==> src/rtl/mem_arbiter_pkg.sv <==
// Shared types and default sizing for the Memory32x8 two-port arbiter.
package mem_arbiter_pkg;
   localparam int ADDR_W_DEF    = 5;
   localparam int DATA_W_DEF    = 8;
   localparam int MAX_BURST_DEF = 4;

   typedef enum logic [1:0] {
      IDLE = 2'd0,
      OWN0 = 2'd1,
      OWN1 = 2'd2
   } arb_state_e;
endpackage

==> src/rtl/arb_burst_counter.sv <==
// Counts consecutive transactions of the current owner; terminal flags the one that reaches MAX_BURST.
module arb_burst_counter #(
   parameter int MAX_BURST = 4,
   localparam int CW = $clog2(MAX_BURST + 1)
) (
   input  logic clk,
   input  logic rst,
   input  logic clr,
   input  logic inc,
   output logic terminal
);
   localparam logic [CW-1:0] LAST = CW'(MAX_BURST - 1);

   logic [CW-1:0] count;

   assign terminal = inc && (count == LAST);

   always_ff @(posedge clk) begin
      if (rst || clr)
         count <= '0;
      else if (inc)
         count <= count + 1'b1;
   end
endmodule

==> src/rtl/mem_arbiter.sv <==
// Round-robin, burst-bounded arbiter giving the loader (port 0) and the search engine (port 1)
// shared access to Memory32x8.
//
// state | meaning
// IDLE  | no owner; next request (tie -> port not in last) takes the memory
// OWN0  | loader owns the memory; Gnt0 high
// OWN1  | search engine owns the memory; Gnt1 high
module mem_arbiter
   import mem_arbiter_pkg::*;
#(
   parameter int ADDR_W    = ADDR_W_DEF,
   parameter int DATA_W    = DATA_W_DEF,
   parameter int MAX_BURST = MAX_BURST_DEF
) (
   input  logic              Clock,
   input  logic              Reset,
   input  logic              Req0,
   input  logic              Req1,
   input  logic              Wr0,
   input  logic [ADDR_W-1:0] Addr0,
   input  logic [ADDR_W-1:0] Addr1,
   input  logic [DATA_W-1:0] WData0,
   output logic              Gnt0,
   output logic              Gnt1,
   output logic              RValid0,
   output logic              RValid1,
   output logic [DATA_W-1:0] RData,
   output logic [ADDR_W-1:0] Mem_Addr,
   output logic [DATA_W-1:0] Mem_DataIn,
   output logic              Mem_Write,
   input  logic [DATA_W-1:0] Mem_DataOut
);
   arb_state_e state;
   logic       last;
   logic       rvalid0;
   logic       rvalid1;
   logic       xact0;
   logic       xact1;
   logic       term;

   // Gating with Reset keeps the memory untouched while the arbiter is being reset.
   assign xact0 = !Reset && (state == OWN0) && Req0;
   assign xact1 = !Reset && (state == OWN1) && Req1;

   assign Gnt0    = (state == OWN0);
   assign Gnt1    = (state == OWN1);
   assign RValid0 = rvalid0;
   assign RValid1 = rvalid1;
   assign RData   = Mem_DataOut;

   arb_burst_counter #(.MAX_BURST(MAX_BURST)) u_burst (
      .clk      (Clock),
      .rst      (Reset),
      .clr      (!(xact0 || xact1) || term),
      .inc      (xact0 || xact1),
      .terminal (term)
   );

   always_comb begin
      Mem_Addr   = '0;
      Mem_DataIn = '0;
      Mem_Write  = 1'b0;
      if (xact0) begin
         Mem_Addr   = Addr0;
         Mem_DataIn = WData0;
         Mem_Write  = Wr0;
      end else if (xact1) begin
         Mem_Addr = Addr1;
      end
   end

   always_ff @(posedge Clock) begin
      if (Reset) begin
         state   <= IDLE;
         last    <= 1'b1;
         rvalid0 <= 1'b0;
         rvalid1 <= 1'b0;
      end else begin
         rvalid0 <= xact0 && !Wr0;
         rvalid1 <= xact1;
         unique case (state)
            IDLE: begin
               if (Req0 && (!Req1 || last)) begin
                  state <= OWN0;
                  last  <= 1'b0;
               end else if (Req1) begin
                  state <= OWN1;
                  last  <= 1'b1;
               end
            end
            OWN0: begin
               // Burst end with no competitor keeps ownership; the counter restarts on its own.
               if (!Req0 || term) begin
                  if (Req1) begin
                     state <= OWN1;
                     last  <= 1'b1;
                  end else if (!Req0) begin
                     state <= IDLE;
                  end
               end
            end
            OWN1: begin
               if (!Req1 || term) begin
                  if (Req0) begin
                     state <= OWN0;
                     last  <= 1'b0;
                  end else if (!Req1) begin
                     state <= IDLE;
                  end
               end
            end
            default: state <= IDLE;
         endcase
      end
   end
endmodule

==> config.mk <==
export PLATFORM = sky130hd
export DESIGN_NAME = mem_arbiter
export DESIGN_NICKNAME = d
export VERILOG_FILES = /design/src/rtl/mem_arbiter_pkg.sv /design/src/rtl/arb_burst_counter.sv /design/src/rtl/mem_arbiter.sv
export SDC_FILE = /design/constraint.sdc
export NUM_CORES = 1
export LEC_CHECK = 0
export BUFFER_PORTS_ARGS = -buffer_cell sky130_fd_sc_hd__buf_4
export CAP_MARGIN = 20
export CORE_MARGIN = 4
export CORE_UTILIZATION = 30
export CTS_BUF_LIST = sky130_fd_sc_hd__clkbuf_2
export CTS_CLUSTER_SIZE = 20
export DETAILED_ROUTE_END_ITERATION = 8
export PLACE_DENSITY = 0.66
export SYNTH_ARGS = -nofsm -noshare
export SYNTH_HDL_FRONTEND = slang
export SYNTH_HIERARCHICAL = 1
export SYNTH_SLANG_ARGS = --single-unit
==> constraint.sdc <==
create_clock -name Clock -period 6.7 [get_ports Clock]
set_clock_uncertainty 0.1 [all_clocks]
set_input_delay 1.005 -clock Clock [delete_from_list [all_inputs] [get_ports Clock]]
set_output_delay 1.005 -clock Clock [all_outputs]
set_load 0.03 [all_outputs]
==> impl_table.tex <==
\begin{tabular}{lr}
\hline
Metric & Value \\
\hline
\multicolumn{2}{l}{\textbf{Status}} \\
\quad Result of the run & completed \\
\multicolumn{2}{l}{\textbf{Power and ir drop}} \\
\quad Peak ir drop on the vdd network & 0.000120 V \\
\quad Pint & 0.0923 mW \\
\quad Comb power frac & 42.4\% \\
\quad Power density of the placed cells & 145 mW/mm\^{}2 \\
\quad Part of the total power dissipated in the clock network & 19.1\% \\
\quad Reg power frac & about 39\% \\
\quad Leakage power total & 0.474 nW \\
\quad Switching share of power & between 30\% and 40\% \\
\quad Reported net switching power & 0.0498 mW \\
\multicolumn{2}{l}{\textbf{CTS}} \\
\quad Clock root buffer master & sky130\_fd\_sc\_hd\_\_clkbuf\_2 \\
\quad Hold-fix buffers, CTS & 0 \\
\quad Number of setup buffers added after CTS & 0 \\
\quad Clock tree sinks & 8 \\
\quad Clock transition time at the flip-flop clock pins of the worst setup and hold paths & 60 ps \\
\quad Number of H-tree branching levels & 1 \\
\quad Maximum count of clock buffers along a single path & 2 \\
\quad CTS tree & done \\
\quad Number of CTS-inserted buffers & 3 \\
\quad Number of gates resized after cts & 0 \\
\quad Worst skew pair latency & 230 ps \\
\multicolumn{2}{l}{\textbf{Synth}} \\
\quad Synthesized-area fraction occupied by and/or/nand/nor cells & between 20\% and 30\% \\
\quad Top area cells in the synthesized netlist & sky130\_fd\_sc\_hd\_\_dfxtp\_1, sky130\_fd\_sc\_hd\_\_ha\_1, sky130\_fd\_sc\_hd\_\_and2\_1, sky130\_fd\_sc\_hd\_\_buf\_4, sky130\_fd\_sc\_hd\_\_a22o\_1 \\
\quad Post-synth top area share & about 23\% \\
\quad XOR/XNOR Fraction of Synth Area & 1.25\% \\
\quad Proportion of synthesized chip area in sequential cells & 22.9\% \\
\quad Synthesized Nets & 122 \\
\quad Number of warning messages in the yosys log & 6 \\
\quad Post-Synthesis Cell Area & 699 sq um \\
\quad Synthesized netlist cell count & 84 \\
\quad \#FFs+latches synth & 8 \\
\quad Fraction of the mapped netlist area in compound gates & approximately a quarter \\
\quad Area share of fa/ha/maj cells after synthesis & between 10\% and 20\% \\
\quad Average footprint of a synthesized cell & 8.33 sq um \\
\quad Combinational family with the most area after synthesis & simple AND/OR/NAND/NOR gates \\
\quad Largest area contributor in the netlist & sky130\_fd\_sc\_hd\_\_dfxtp\_1 \\
\quad Cell variety after synth & 28 \\
\quad Multiplexer share of the synthesized area & 1.43\% \\
\multicolumn{2}{l}{\textbf{Min path}} \\
\quad Worst hold path depth & 2 \\
\quad Min-delay worst type & reg2reg \\
\quad Hold Path Origin & state[1] \\
\quad Worst-case hold path end point & state[1] \\
\multicolumn{2}{l}{\textbf{Routing}} \\
\quad DRT met1 WL & 700 microns \\
\quad Average vias per placed instance & between 4 and 5 \\
\quad Post-detailed-route wirelength per cell & 12.1 microns \\
\quad Post-detailed-routing wire length & $\sim$1800 microns \\
\quad Antenna-violating nets left & 0 \\
\quad Number of detailed-route iterations in the first pass & 4 \\
\quad DRC marker count from the first detailed-route iteration & 8 \\
\quad Total number of vias & between 600 and 700 \\
\quad DR WL met3 & 155 microns \\
\quad Wire length on met2 & 904 microns \\
\quad DR top layer & met3 \\
\quad Post-route DRC violation count & 0 \\
\multicolumn{2}{l}{\textbf{Global route}} \\
\quad Via count of the first global-routing pass & 687 \\
\quad Wire length of the first global-routing pass & 3000 microns \\
\quad Global-route usage over all layers & around 11\% \\
\quad Number of antenna violations at the first check in global routing & 0 \\
\quad Overall overflow remaining after global route & 0 \\
\quad Maximum number of pins on one net before global-route repair & 15 \\
\multicolumn{2}{l}{\textbf{Critical path}} \\
\quad Largest driver fanout on the critical path & 14 \\
\quad Critical Path AT & about 2200 ps \\
\quad Launching element type of the critical path & primary input \\
\quad End of the worst register-to-register path & state[0] \\
\quad Setup slack on the worst flop-to-flop path & 4190 ps \\
\quad FF-to-FF path depth & 9 \\
\quad Startpoint of the worst-slack reg-to-reg timing path & state[0] \\
\quad Critical path type & in2out \\
\quad Critical Path RT & 5590 ps \\
\quad Capturing element type of the critical path & output pin \\
\multicolumn{2}{l}{\textbf{Final layout}} \\
\quad Multi-input gate area & 454 sq um \\
\quad Share of final-layout standard cells stronger than drive strength 1 & 41.0\% \\
\quad P\&R area growth vs syn & 40.1\% \\
\quad Post-route standard cell area excluding fillers & 980 sq um \\
\quad Post-layout net count & 157 \\
\quad Antenna diode count & 0 \\
\quad Count of fill cells added during filler insertion & approximately 220 \\
\quad Storage cell area & about 160 sq um \\
\multicolumn{2}{l}{\textbf{STA}} \\
\quad Fin. Hold Viols & 0 \\
\quad RSZ-0062 raised after global routing & false \\
\quad Maximum clock frequency & $\sim$300 MHz \\
\quad Final number of setup-violating endpoints & 0 \\
\quad Crit share post-route & 49.2\% \\
\quad Slew at the pin with the worst max-slew slack & 684 ps \\
\quad Worst slew slack as a fraction of its limit & 54.2\% \\
\quad Final Slew Violations & 0 \\
\quad Aggregate negative setup slack & 0 ps \\
\quad Clock period minus worst slack & 3290 ps \\
\multicolumn{2}{l}{\textbf{Die}} \\
\quad Width of the chip & 56.3 microns \\
\quad Area of the die & 0.00317 sq mm \\
\quad Initial standard-cell utilization of the core & 31.6\% \\
\quad Number of rows created at floorplan & 17 \\
\quad I/O pin count & 57 \\
\quad Height of the die & 56.3 microns \\
\quad Core box area & 0.00221 sq mm \\
\multicolumn{2}{l}{\textbf{Placement}} \\
\quad HPWL reported at the end of detailed placement & roughly 1500 microns \\
\quad Final weighted congestion in routability-driven placement & 0.739 \\
\quad Post-placement cell area & slightly below 0.001 sq mm \\
\quad Port Buffer Count & 40 \\
\multicolumn{2}{l}{\textbf{Job}} \\
\quad Number of maximum-capacitance constraint violations & 0 \\
\hline
\end{tabular}
[cell families after synthesis]
group / count (synthesis)
AOI/OAI and AO/OA: 21
xor gates and xnor gates: 1
adders and majority gates: 7
buffers and inverters: 14
DFF: 8
muxes: 1
and+or+nand+nor: 32
[worst max-delay path: stages]
cell and delay [ps]:
sky130_fd_sc_hd__buf_4 130, sky130_fd_sc_hd__nand2_1 110, sky130_fd_sc_hd__nor2_1 540, sky130_fd_sc_hd__a22o_1 250, sky130_fd_sc_hd__buf_4 150
[metal layers]
layer,track usage [%],vias to the layer above
met5,0,-
met4,1.36,0
met3,5.06,0
met2,20.4,23
met1,12.7,308
li1,-,355
[cells in the mapped netlist]
cell type,instances
sky130_fd_sc_hd__clkbuf_2,1
sky130_fd_sc_hd__xnor2_1,1
sky130_fd_sc_hd__o21ai_0,1
sky130_fd_sc_hd__nand2b_1,2
sky130_fd_sc_hd__a211o_1,1
sky130_fd_sc_hd__buf_2,1
sky130_fd_sc_hd__nand3_1,1
sky130_fd_sc_hd__buf_4,8
sky130_fd_sc_hd__a21oi_1,8
sky130_fd_sc_hd__ha_1,7
sky130_fd_sc_hd__and2_1,11
sky130_fd_sc_hd__a22o_1,5
sky130_fd_sc_hd__o21ba_1,1
sky130_fd_sc_hd__a2111oi_2,2
sky130_fd_sc_hd__mux2i_1,1
sky130_fd_sc_hd__nand2_1,5
sky130_fd_sc_hd__nor3_1,3
sky130_fd_sc_hd__inv_1,4
sky130_fd_sc_hd__dfxtp_1,8
sky130_fd_sc_hd__a21o_1,1
sky130_fd_sc_hd__nand3b_1,1
sky130_fd_sc_hd__o21ai_4,1
sky130_fd_sc_hd__nor2b_1,1
sky130_fd_sc_hd__nor2_1,5
sky130_fd_sc_hd__and3_1,1
sky130_fd_sc_hd__and2_2,1
sky130_fd_sc_hd__o41a_1,1
sky130_fd_sc_hd__nor2b_2,1
[sequential cells by signal, indices dropped and copies added (netlist names)]
signal         cells
u_burst/count      3
state              2
RValid0            1
RValid1            1
last               1
[power groups by stage]
stage | Clock (mW) | Sequential [mW] | Combinational (mW)
3_5_place_dp | 0 | 0.0558 | 0.0604
4_1_cts | 0.0287 | 0.0547 | 0.0608
6_report | 0.0272 | 0.0547 | 0.0602
5_1_grt | 0.0313 | 0.0555 | 0.0667
2_1_floorplan | 0 | 0.0554 | 0.0467
3_3_place_gp | 0 | 0.0555 | 0.0597
[cell type report]
cell class | instances | area share [%]
clock buffers | 3 | 1.53
inverters | 4 | 1.53
multi-input cells | 62 | 46.4
flip-flops and latches | 8 | 16.3
well taps | 28 | 3.58
repair buffers | 40 | 30.7
[worst max-delay path by stage]
stage / end / start / slack [ps]
final: Mem_Addr[1] / Req0 / 3410
after global routing: Mem_Addr[0] / Req0 / 3280
after CTS: Mem_Addr[1] / Req0 / 3420
after detailed placement: Mem_Addr[3] / Req0 / 3420
after global placement: Mem_Addr[3] / Req0 / 3460
after floorplan: Mem_Addr[1] / Reset / 3730
[through the flow]
step	instances	hold slack, ps	utilization, %	worst slack, ps	total power [mW]
2_1_floorplan	84	381	-	3730	0.102
5_1_grt	145	466	44.3	3280	0.154
6_report	145	416	44.3	3410	0.142
3_3_place_gp	142	404	43.6	3460	0.115
3_5_place_dp	142	410	43.6	3420	0.116
4_1_cts	145	419	44.3	3420	0.144
[placed cells by master (no fill, tap or decap)]
master / Yosys / routed
sky130_fd_sc_hd__ha_1: 7 / 7
sky130_fd_sc_hd__nor3_1: 3 / 3
sky130_fd_sc_hd__nand2b_1: 2 / 2
sky130_fd_sc_hd__a211o_1: 1 / 1
sky130_fd_sc_hd__a22o_1: 5 / 5
sky130_fd_sc_hd__and2_1: 11 / 11
sky130_fd_sc_hd__clkbuf_2: 1 / 3
sky130_fd_sc_hd__buf_4: 8 / 40
sky130_fd_sc_hd__and2_2: 1 / 1
sky130_fd_sc_hd__nand3_1: 1 / 1
sky130_fd_sc_hd__nor2_1: 5 / 5
sky130_fd_sc_hd__o21ba_1: 1 / 1
sky130_fd_sc_hd__nor2b_2: 1 / 1
sky130_fd_sc_hd__a2111oi_2: 2 / 2
sky130_fd_sc_hd__a21oi_1: 8 / 8
sky130_fd_sc_hd__nor2b_1: 1 / 1
sky130_fd_sc_hd__a21o_1: 1 / 1
sky130_fd_sc_hd__inv_1: 4 / 4
sky130_fd_sc_hd__mux2i_1: 1 / 1
sky130_fd_sc_hd__o21ai_4: 1 / 1
sky130_fd_sc_hd__o21ai_0: 1 / 1
sky130_fd_sc_hd__nand2_1: 5 / 5
sky130_fd_sc_hd__o41a_1: 1 / 1
sky130_fd_sc_hd__dfxtp_1: 8 / 8
sky130_fd_sc_hd__and3_1: 1 / 1
sky130_fd_sc_hd__xnor2_1: 1 / 1
sky130_fd_sc_hd__nand3b_1: 1 / 1
Power figures use the tool's default switching activity.
